## config.mk

```make
export PLATFORM = sky130hd
export DESIGN_NAME = mips_regfile_param_flat
export DESIGN_NICKNAME = d
export VERILOG_FILES = /design/src/rtl/mips_regfile_param_if.sv /design/src/rtl/mips_regfile_param.sv /design/src/flat_wrapper.sv
export SDC_FILE = /design/constraint.sdc
export NUM_CORES = 2
export LEC_CHECK = 0
export CAP_MARGIN = 20
export CORE_MARGIN = 1.5
export CORE_UTILIZATION = 45
export DETAILED_ROUTE_END_ITERATION = 10
export HOLD_SLACK_MARGIN = 0.1
export MAX_ROUTING_LAYER = met4
export PLACE_DENSITY = 0.64
export SYNTH_ARGS = -nofsm -noshare
export SYNTH_HDL_FRONTEND = slang
export SYNTH_SLANG_ARGS = --single-unit
```

## constraint.sdc

```tcl
create_clock -name CLK -period 1.9 [get_ports CLK]
set_input_delay 0.38 -clock CLK [delete_from_list [all_inputs] [get_ports CLK]]
set_output_delay 0.38 -clock CLK [all_outputs]
set_load 0.1 [all_outputs]
```

## src/rtl/mips_regfile_param_if.sv

```systemverilog
// Register-file bus: decode drives read addresses and pending-set,
// writeback drives the write port; the register file returns read data/busy.
interface mips_regfile_param_if #(
   parameter int DATA_W = 32,
   parameter int ADDR_W = 5,
   parameter int NRD    = 2
);
   logic                    RegW;
   logic [ADDR_W-1:0]       DR;
   logic [DATA_W-1:0]       Reg_In;
   logic [NRD*ADDR_W-1:0]   RdAddr;
   logic [NRD*DATA_W-1:0]   RdData;
   logic [NRD-1:0]          RdBusy;
   logic                    PendSet;
   logic [ADDR_W-1:0]       PendAddr;
   logic                    AnyBusy;

   modport master (
      output RegW, DR, Reg_In, RdAddr, PendSet, PendAddr,
      input  RdData, RdBusy, AnyBusy
   );

   modport slave (
      input  RegW, DR, Reg_In, RdAddr, PendSet, PendAddr,
      output RdData, RdBusy, AnyBusy
   );
endinterface

```

## src/rtl/mips_regfile_param.sv

```systemverilog
// Parametrised MIPS register file: NRD registered read ports with write-first
// bypass, one write port, optional hardwired R0, and per-register pending bits
// used by decode to stall on in-flight loads.
module mips_regfile_param #(
   parameter int DATA_W   = 32,
   parameter int ADDR_W   = 5,
   parameter int NRD      = 2,
   parameter int ZERO_REG = 1
) (
   input logic                 CLK,
   input logic                 RSTn,
   mips_regfile_param_if.slave rf
);

   localparam int DEPTH = 2**ADDR_W;
   localparam bit ZR    = (ZERO_REG != 0);

   logic [DATA_W-1:0]     reg_q [DEPTH];
   logic [DEPTH-1:0]      pend_q;
   logic [DEPTH-1:0]      pend_d;
   logic                  wr_en;
   logic                  set_en;
   logic [NRD*DATA_W-1:0] rd_d;
   logic [NRD*DATA_W-1:0] rd_q;
   logic [NRD-1:0]        busy_d;
   logic [NRD-1:0]        busy_q;

   // R0 swallows writes and pending-sets when it is hardwired to zero.
   assign wr_en  = rf.RegW    && !(ZR && (rf.DR == '0));
   assign set_en = rf.PendSet && !(ZR && (rf.PendAddr == '0));

   // Post-edge scoreboard: retire clears first, a new load on the same register wins.
   always_comb begin
      pend_d = pend_q;
      if (wr_en) pend_d[rf.DR] = 1'b0;
      if (set_en) pend_d[rf.PendAddr] = 1'b1;
   end

   // Read mux per port with write-first bypass; busy reflects the post-edge scoreboard.
   always_comb begin
      logic [ADDR_W-1:0] a;
      rd_d   = '0;
      busy_d = '0;
      a      = '0;
      for (int k = 0; k < NRD; k++) begin
         a = rf.RdAddr[k*ADDR_W +: ADDR_W];
         if (ZR && (a == '0))
            rd_d[k*DATA_W +: DATA_W] = '0;
         else if (rf.RegW && (rf.DR == a))
            rd_d[k*DATA_W +: DATA_W] = rf.Reg_In;
         else
            rd_d[k*DATA_W +: DATA_W] = reg_q[a];
         busy_d[k] = pend_d[a];
      end
   end

   // Register array update; all registers cleared during reset.
   always_ff @(posedge CLK or negedge RSTn) begin
      if (!RSTn) begin
         for (int i = 0; i < DEPTH; i++) reg_q[i] <= '0;
      end else if (wr_en) begin
         reg_q[rf.DR] <= rf.Reg_In;
      end
   end

   // Scoreboard and registered read outputs.
   always_ff @(posedge CLK or negedge RSTn) begin
      if (!RSTn) begin
         pend_q <= '0;
         rd_q   <= '0;
         busy_q <= '0;
      end else begin
         pend_q <= pend_d;
         rd_q   <= rd_d;
         busy_q <= busy_d;
      end
   end

   assign rf.RdData  = rd_q;
   assign rf.RdBusy  = busy_q;
   assign rf.AnyBusy = |pend_q;

endmodule

```

## src/flat_wrapper.sv

```systemverilog
// flat-port wrapper written by rule: the top's interface ports become plain ports
module mips_regfile_param_flat 
#(
   parameter int DATA_W   = 32,
   parameter int ADDR_W   = 5,
   parameter int NRD      = 2,
   parameter int ZERO_REG = 1
)
  (CLK, RSTn, rf_RegW, rf_DR, rf_Reg_In, rf_RdAddr, rf_PendSet, rf_PendAddr, rf_RdData, rf_RdBusy, rf_AnyBusy);
  mips_regfile_param_if #(.DATA_W(DATA_W), .ADDR_W(ADDR_W), .NRD(NRD)) rf_i ();
  input logic CLK;
  input logic RSTn;
  input wire logic [$bits(rf_i.RegW)-1:0] rf_RegW;
  input wire logic [$bits(rf_i.DR)-1:0] rf_DR;
  input wire logic [$bits(rf_i.Reg_In)-1:0] rf_Reg_In;
  input wire logic [$bits(rf_i.RdAddr)-1:0] rf_RdAddr;
  input wire logic [$bits(rf_i.PendSet)-1:0] rf_PendSet;
  input wire logic [$bits(rf_i.PendAddr)-1:0] rf_PendAddr;
  output wire logic [$bits(rf_i.RdData)-1:0] rf_RdData;
  output wire logic [$bits(rf_i.RdBusy)-1:0] rf_RdBusy;
  output wire logic [$bits(rf_i.AnyBusy)-1:0] rf_AnyBusy;
  assign rf_i.RegW = rf_RegW;
  assign rf_i.DR = rf_DR;
  assign rf_i.Reg_In = rf_Reg_In;
  assign rf_i.RdAddr = rf_RdAddr;
  assign rf_i.PendSet = rf_PendSet;
  assign rf_i.PendAddr = rf_PendAddr;
  assign rf_RdData = rf_i.RdData;
  assign rf_RdBusy = rf_i.RdBusy;
  assign rf_AnyBusy = rf_i.AnyBusy;
  mips_regfile_param #(.DATA_W(DATA_W), .ADDR_W(ADDR_W), .NRD(NRD), .ZERO_REG(ZERO_REG)) u_core (.CLK(CLK), .RSTn(RSTn), .rf(rf_i));
endmodule
```

Yosys cells after proc, flatten, opt, wreduce, memory -nomap -nowiden
Index checks and enable logic that the tools add are counted.

Register bits: 1122. Output and inout port bits: 67. Logic and storage cells: 90.

$lt $le $gt $ge: 10. Equality and inequality tests: 2. Muxes and demuxes: 23. Bitwise operators: 6. Reduce and logical (&&, ||, !) cells: 14.

Operators with widths (number): $bwmux W1024 (1); $mux W32 (11); $bmux W32 S5 (2); $demux W32 S5 (1); $and A32 B32 Y32 (1); $not A32 Y32 (1); $or A32 B32 Y32 (1); $reduce_or A32 Y1 (1); $lt A5 B6 Y1 const B (4); $logic_not A5 Y1 (4); $ge A6 B6 Y1 const B (3); $not A5 Y6 (3); $bmux W1 S5 (2); $demux W1 S5 (2); $eq A5 B5 Y1 (2); $ge A5 B1 Y1 const B (2); $logic_and A1 B1 Y1 (7); $lt A6 B1 Y1 const B (1); $mux W1 (4); $logic_not A1 Y1 (2).

Depth between registers and ports, before layout
Depth in word-level cells: 11. Gate-level depth with buffers: 11. Depth with buffers taken out: 7.

Worst setup path after synthesis
Ideal clock, no wire load.

Kind: in2reg. Start point: input rf_RdAddr[5]. End point: register u_core.rd_q[34], in the netlist u_core.rf.RdData[34]. Library setup time: 0.140 ns. Arrival: 2.372 ns. Required time: 1.760 ns. Slack: -0.612 ns. Stages: 6. Buffers on the path: 2. Cells stage by stage: buf_2 -> buf_1 -> mux4_2 -> mux4_2 -> a211oi_1 -> nor3_1.

Cells in the longest elaborated chain, start to end: 6.

Ends and longest elaborated chain: start: declaration (line flat_wrapper.sv:16) `input wire logic [$bits(rf_i.RdAddr)-1:0] rf_RdAddr;`; $not A5 Y6 (not written as such) (line mips_regfile_param.sv:52) `rd_d[k*DATA_W +: DATA_W] = reg_q[a];`; $bmux W32 S5 (line mips_regfile_param.sv:52); $mux W32 (not written as such) (2 in a row) (line mips_regfile_param.sv:52); $mux W32 (line mips_regfile_param.sv:49) `else if (rf.RegW && (rf.DR == a))`; $mux W32 (*) (line mips_regfile_param.sv:47) `if (ZR && (a == '0))`; via u_core.rd_d[34] (line mips_regfile_param.sv:23) `logic [NRD*DATA_W-1:0] rd_d;`; end signal: assignment (line mips_regfile_param.sv:74) `rd_q <= rd_d;`; end: declaration (line mips_regfile_param.sv:24) `logic [NRD*DATA_W-1:0] rd_q;`.

The timed path passes the listed nets; every way through them passes the cells marked *. The select of a mux whose other input is x is not followed. A chain may end at the register's enable or synchronous reset.

Worst setup path after layout
Start point: register u_core.pend_q[15]. End point: output rf_AnyBusy.

Cells in the longest elaborated chain, start to end: 1.

Ends and longest elaborated chain: start: declaration (line mips_regfile_param.sv:19) `logic [DEPTH-1:0] pend_q;`; start signal: assignment (line mips_regfile_param.sv:73) `pend_q <= pend_d;`; $reduce_or A32 Y1 (line mips_regfile_param.sv:81) `assign rf.AnyBusy = |pend_q;`; end: declaration (line flat_wrapper.sv:21) `output wire logic [$bits(rf_i.AnyBusy)-1:0] rf_AnyBusy;`.

Every way passes these cells.

==> flow_metrics.py <==
metrics = {
    "run_status": {
        "status": "finished, violations left",
        "violations": "setup timing",
    },
    "clocking": {
        "h-tree-depth": 3,
        "cts-root-buf": "clkbuf_16",
        "cts-buffers-inserted": 119,
        "insertion_delay_ns": 0.75,
        "clk_pin_slew_ns": 0.06,
        "cts_tree": "yes",
        "clockBufferDepth": 3,
        "cts_num_sinks": 1122,
    },
    "power_and_ir_drop": {
        "p_leak_nw": 32.1,
        "pwr-share-comb_pct": 25.7,
        "power_density_nw_per_um2": 1050,
        "internal-power_mw": 54.3,
        "power_switching_mw": 22.0,
        "switching_share_pct": 28.9,
        "clkPwrFrac_pct": 32.5,
        "vdd_drop_max_uv": 788,
        "finalPower_mw": 76.3,
        "seq_power_share_pct": 41.9,
    },
    "route": {
        "drc": 0,
        "vias_per_cell": 6.32,
        "vias": 39000,
        "drt_first_pass_iters": 7,
        "initialDrtViolationCount": 3729,
        "wire_per_inst_um": 30.4,
        "wl_um": 188000,
        "drtAntennaViolNets": 0,
    },
    "timing": {
        "hold_viol": 0,
        "rsz0062_at_grt": "true",
        "setup_slack_ns": -0.737,
        "period_needed_ns": 2.64,
        "report.final.slew_viol_count": 0,
        "relSlewSlack_pct": 28.0,
        "whs_ns": 0.192,
        "fin_skew_ns": 0.0385,
        "worstMarginPinSlew_ns": 1.08,
        "fin_crit_sh_pct": 139,
        "fin_setup_tns_ns": -1.07,
        "fmax_mhz": 379,
        "setup_viol": 11,
    },
    "finish": {
        "nNetsFinal": 4399,
        "post-route-util_pct": 56.4,
        "syn_to_final_growth_pct": 24.4,
        "final_area_um2": 72900,
        "drive_above_1_share_pct": 58.4,
        "fin_cells": 6179,
    },
    "floorplanning": {
        "dieArea_um2": 132000,
        "die_h_um": 364,
        "fp-row-count": 132,
        "die_w_um": 364,
        "coreArea_um2": 129000,
        "initial_core_util_pct": 45.3,
        "io_pins": 123,
    },
    "run": {
        "cap_violations": 0,
    },
    "setup_path": {
        "critPathCaptureType": "output port",
        "max_stage_delay_ns": 0.41,
        "crit_cells": 5,
        "critPathArrivalTime_ns": 2.26,
        "crit_slowest_cell": "dfrtp_1",
        "r2r_cells": 4,
        "crit_path_cell_trace": "nor4_4 -> buf_4 -> nand4_1 -> or2_4 -> buf_12",
        "cp-start-kind": "register",
        "critical_path_buf_inv_count": 2,
        "worst-path-max-fanout": 2,
        "required_ns": 1.52,
        "path_class": "register to output port",
        "crit_family": "simple AND/OR/NAND/NOR gates",
    },
    "place": {
        "routabilityCongestion": 0.921,
        "port_buffers": 122,
        "dp.final_hpwl_um": 121000,
        "placed_area_um2": 68100,
        "dp_cells": 5945,
        "place_ws_ns": -1.07,
    },
    "grt": {
        "grt_pass1_wl_um": 279000,
        "antenna_found_initial": 3,
        "grtUsageTotal_pct": 29.8,
        "overflow": 0,
        "grt_max_degree": 112,
        "grt_pass1_vias": 40200,
    },
    "synthesis": {
        "synth-async-reset-ratio_pct": 100,
        "synth_top_flop_cell": "dfrtp_1",
        "yosysTopAreaCellShare_pct": 47.9,
        "synth_area_leaders": "dfrtp_1 48%, mux4_2 24%, mux2_2 18%, nand2_1 2.1%, clkbuf_1 1.9%",
        "synthesis.nets": 3977,
        "yosys_warnings": 0,
        "synth_edf_count": 0,
        "yosysTopAreaCell": "dfrtp_1",
        "netlist_instances": 3921,
        "ys_ff_latch": 1122,
        "synth.distinct_cells": 57,
        "yosysSeqAreaShare_pct": 47.9,
        "synth_area_um2": 58600,
        "syn_area_per_cell_um2": 14.9,
    },
    "hold_path": {
        "whs_path_depth": 3,
        "hp-class": "input port to register",
    },
}
## cells by family after synthesis
family | share of synthesized area (%)
mux | 42.5
compound gates | 1.98
xor+xnor | 0.150
simple gates | 4.22
buf+inv | 3.22
flops | 47.9
## cell type report
type,instances,area (um2)
multi-input cells,2340,29400
clock inverters,43,616
fillers,10100,56400
repair buffers,743,8970
diodes,4,10.0
clock buffers,168,3530
flip-flops and latches,1122,28100
well taps,1742,2180
inverters,17,63.8
## cell usage in the layout, fill, tap and decap left out, types with 6 or more instances in the layout
master           instances
mux4_2                 617
a21oi_1                 14
nor2_4                  13
o21ai_1                 27
clkinv_2                23
nand3_1                 27
nor2_2                   6
mux2i_1                 66
nor3_2                   7
clkdlybuf4s50_1         33
o21ai_2                 17
nand3_2                  6
inv_1                   13
buf_6                   18
nor2b_1                 24
a22o_1                  12
dlymetal6s2s_1           8
nand2_4                 14
xor2_1                   8
nor2_1                  62
a211oi_2                28
a211oi_1                28
nand2_1                304
nand2_2                 18
clkbuf_1                14
buf_4                  422
dfrtp_1               1121
a311oi_1                 6
nor3_1                  10
nor4_1                   9
mux2_2                 918
clkbuf_16              121
bufinv_16               14
clkbuf_8                33
o21ai_0                 12
buf_12                 246
## worst min-delay path, cell delays in order
cell	delay [ns]
buf_6	0.16
buf_4	0.21
o31a_1	0.15
## power groups by stage
stage               Sequential [mW]  Combinational (mW)  Clock (mW)
finish                         32.0                19.6        24.8
global route                   32.5                20.7        26.1
global placement               31.9                18.9           0
CTS                            31.8                19.5        25.2
detailed placement             32.2                19.2           0
floorplan                      33.4                10.9           0
## synth_stat cells, types with 3 or more instances
| master | count |
|---|---|
| a211oi_1 | 59 |
| a21oi_1 | 14 |
| a22o_1 | 12 |
| a22oi_1 | 10 |
| a311oi_1 | 8 |
| and2_1 | 4 |
| buf_1 | 57 |
| buf_2 | 67 |
| buf_4 | 17 |
| clkbuf_1 | 299 |
| dfrtp_1 | 1122 |
| inv_1 | 13 |
| inv_2 | 4 |
| mux2_2 | 918 |
| mux2i_1 | 67 |
| mux4_2 | 617 |
| nand2_1 | 334 |
| nand2b_1 | 4 |
| nand3_1 | 37 |
| nand4_1 | 5 |
| nand4b_1 | 5 |
| nor2_1 | 81 |
| nor2b_1 | 25 |
| nor3_1 | 18 |
| nor3b_1 | 3 |
| nor4_1 | 14 |
| nor4b_1 | 3 |
| nor4bb_1 | 3 |
| o21ai_0 | 55 |
| xor2_1 | 8 |
## registers in the layout, summed over array words and instances, names as in the netlist
register	flops
u_core.rf.RdData	64
u_core.reg_q	1024
u_core.rf.RdBusy	2
u_core.pend_q	32
## metal layers
metal  GRT usage, %  share of wire (%)  wire [um]
met5              -                  0          0
met4           10.6                3.6       6690
met3           4.90                7.6      14200
met2           45.0                 47      88500
met1           41.0                 42      78400
## worst paths after layout
kind	from	end	slack, ns
worst max-delay path	u_core.pend_q[15]	rf_AnyBusy	-0.74
worst min-delay path	rf_RdAddr[9]	u_core.rf.RdBusy[1]	0.19
worst max register to register	u_core.reg_q[6]	u_core.rf.RdData[6]	-0.07
worst min register to register	u_core.reg_q[1006]	u_core.reg_q[1006]	0.40
max in group asynchronous	RSTn	u_core.rf.RdData[49]	0.80
min in group asynchronous	RSTn	u_core.reg_q[455]	0.32
## what timing repair did
action                                  4_1_cts  5_1_grt
pin swaps                                    25       41
resized for setup                            55       87
hold buffers                                  2        0
setup buffers                                16        8
endpoints found under the setup margin      460      109
hold endpoints to repair                   1051        0
gates cloned                                  1        0
(Power assumes the default switching activity.)
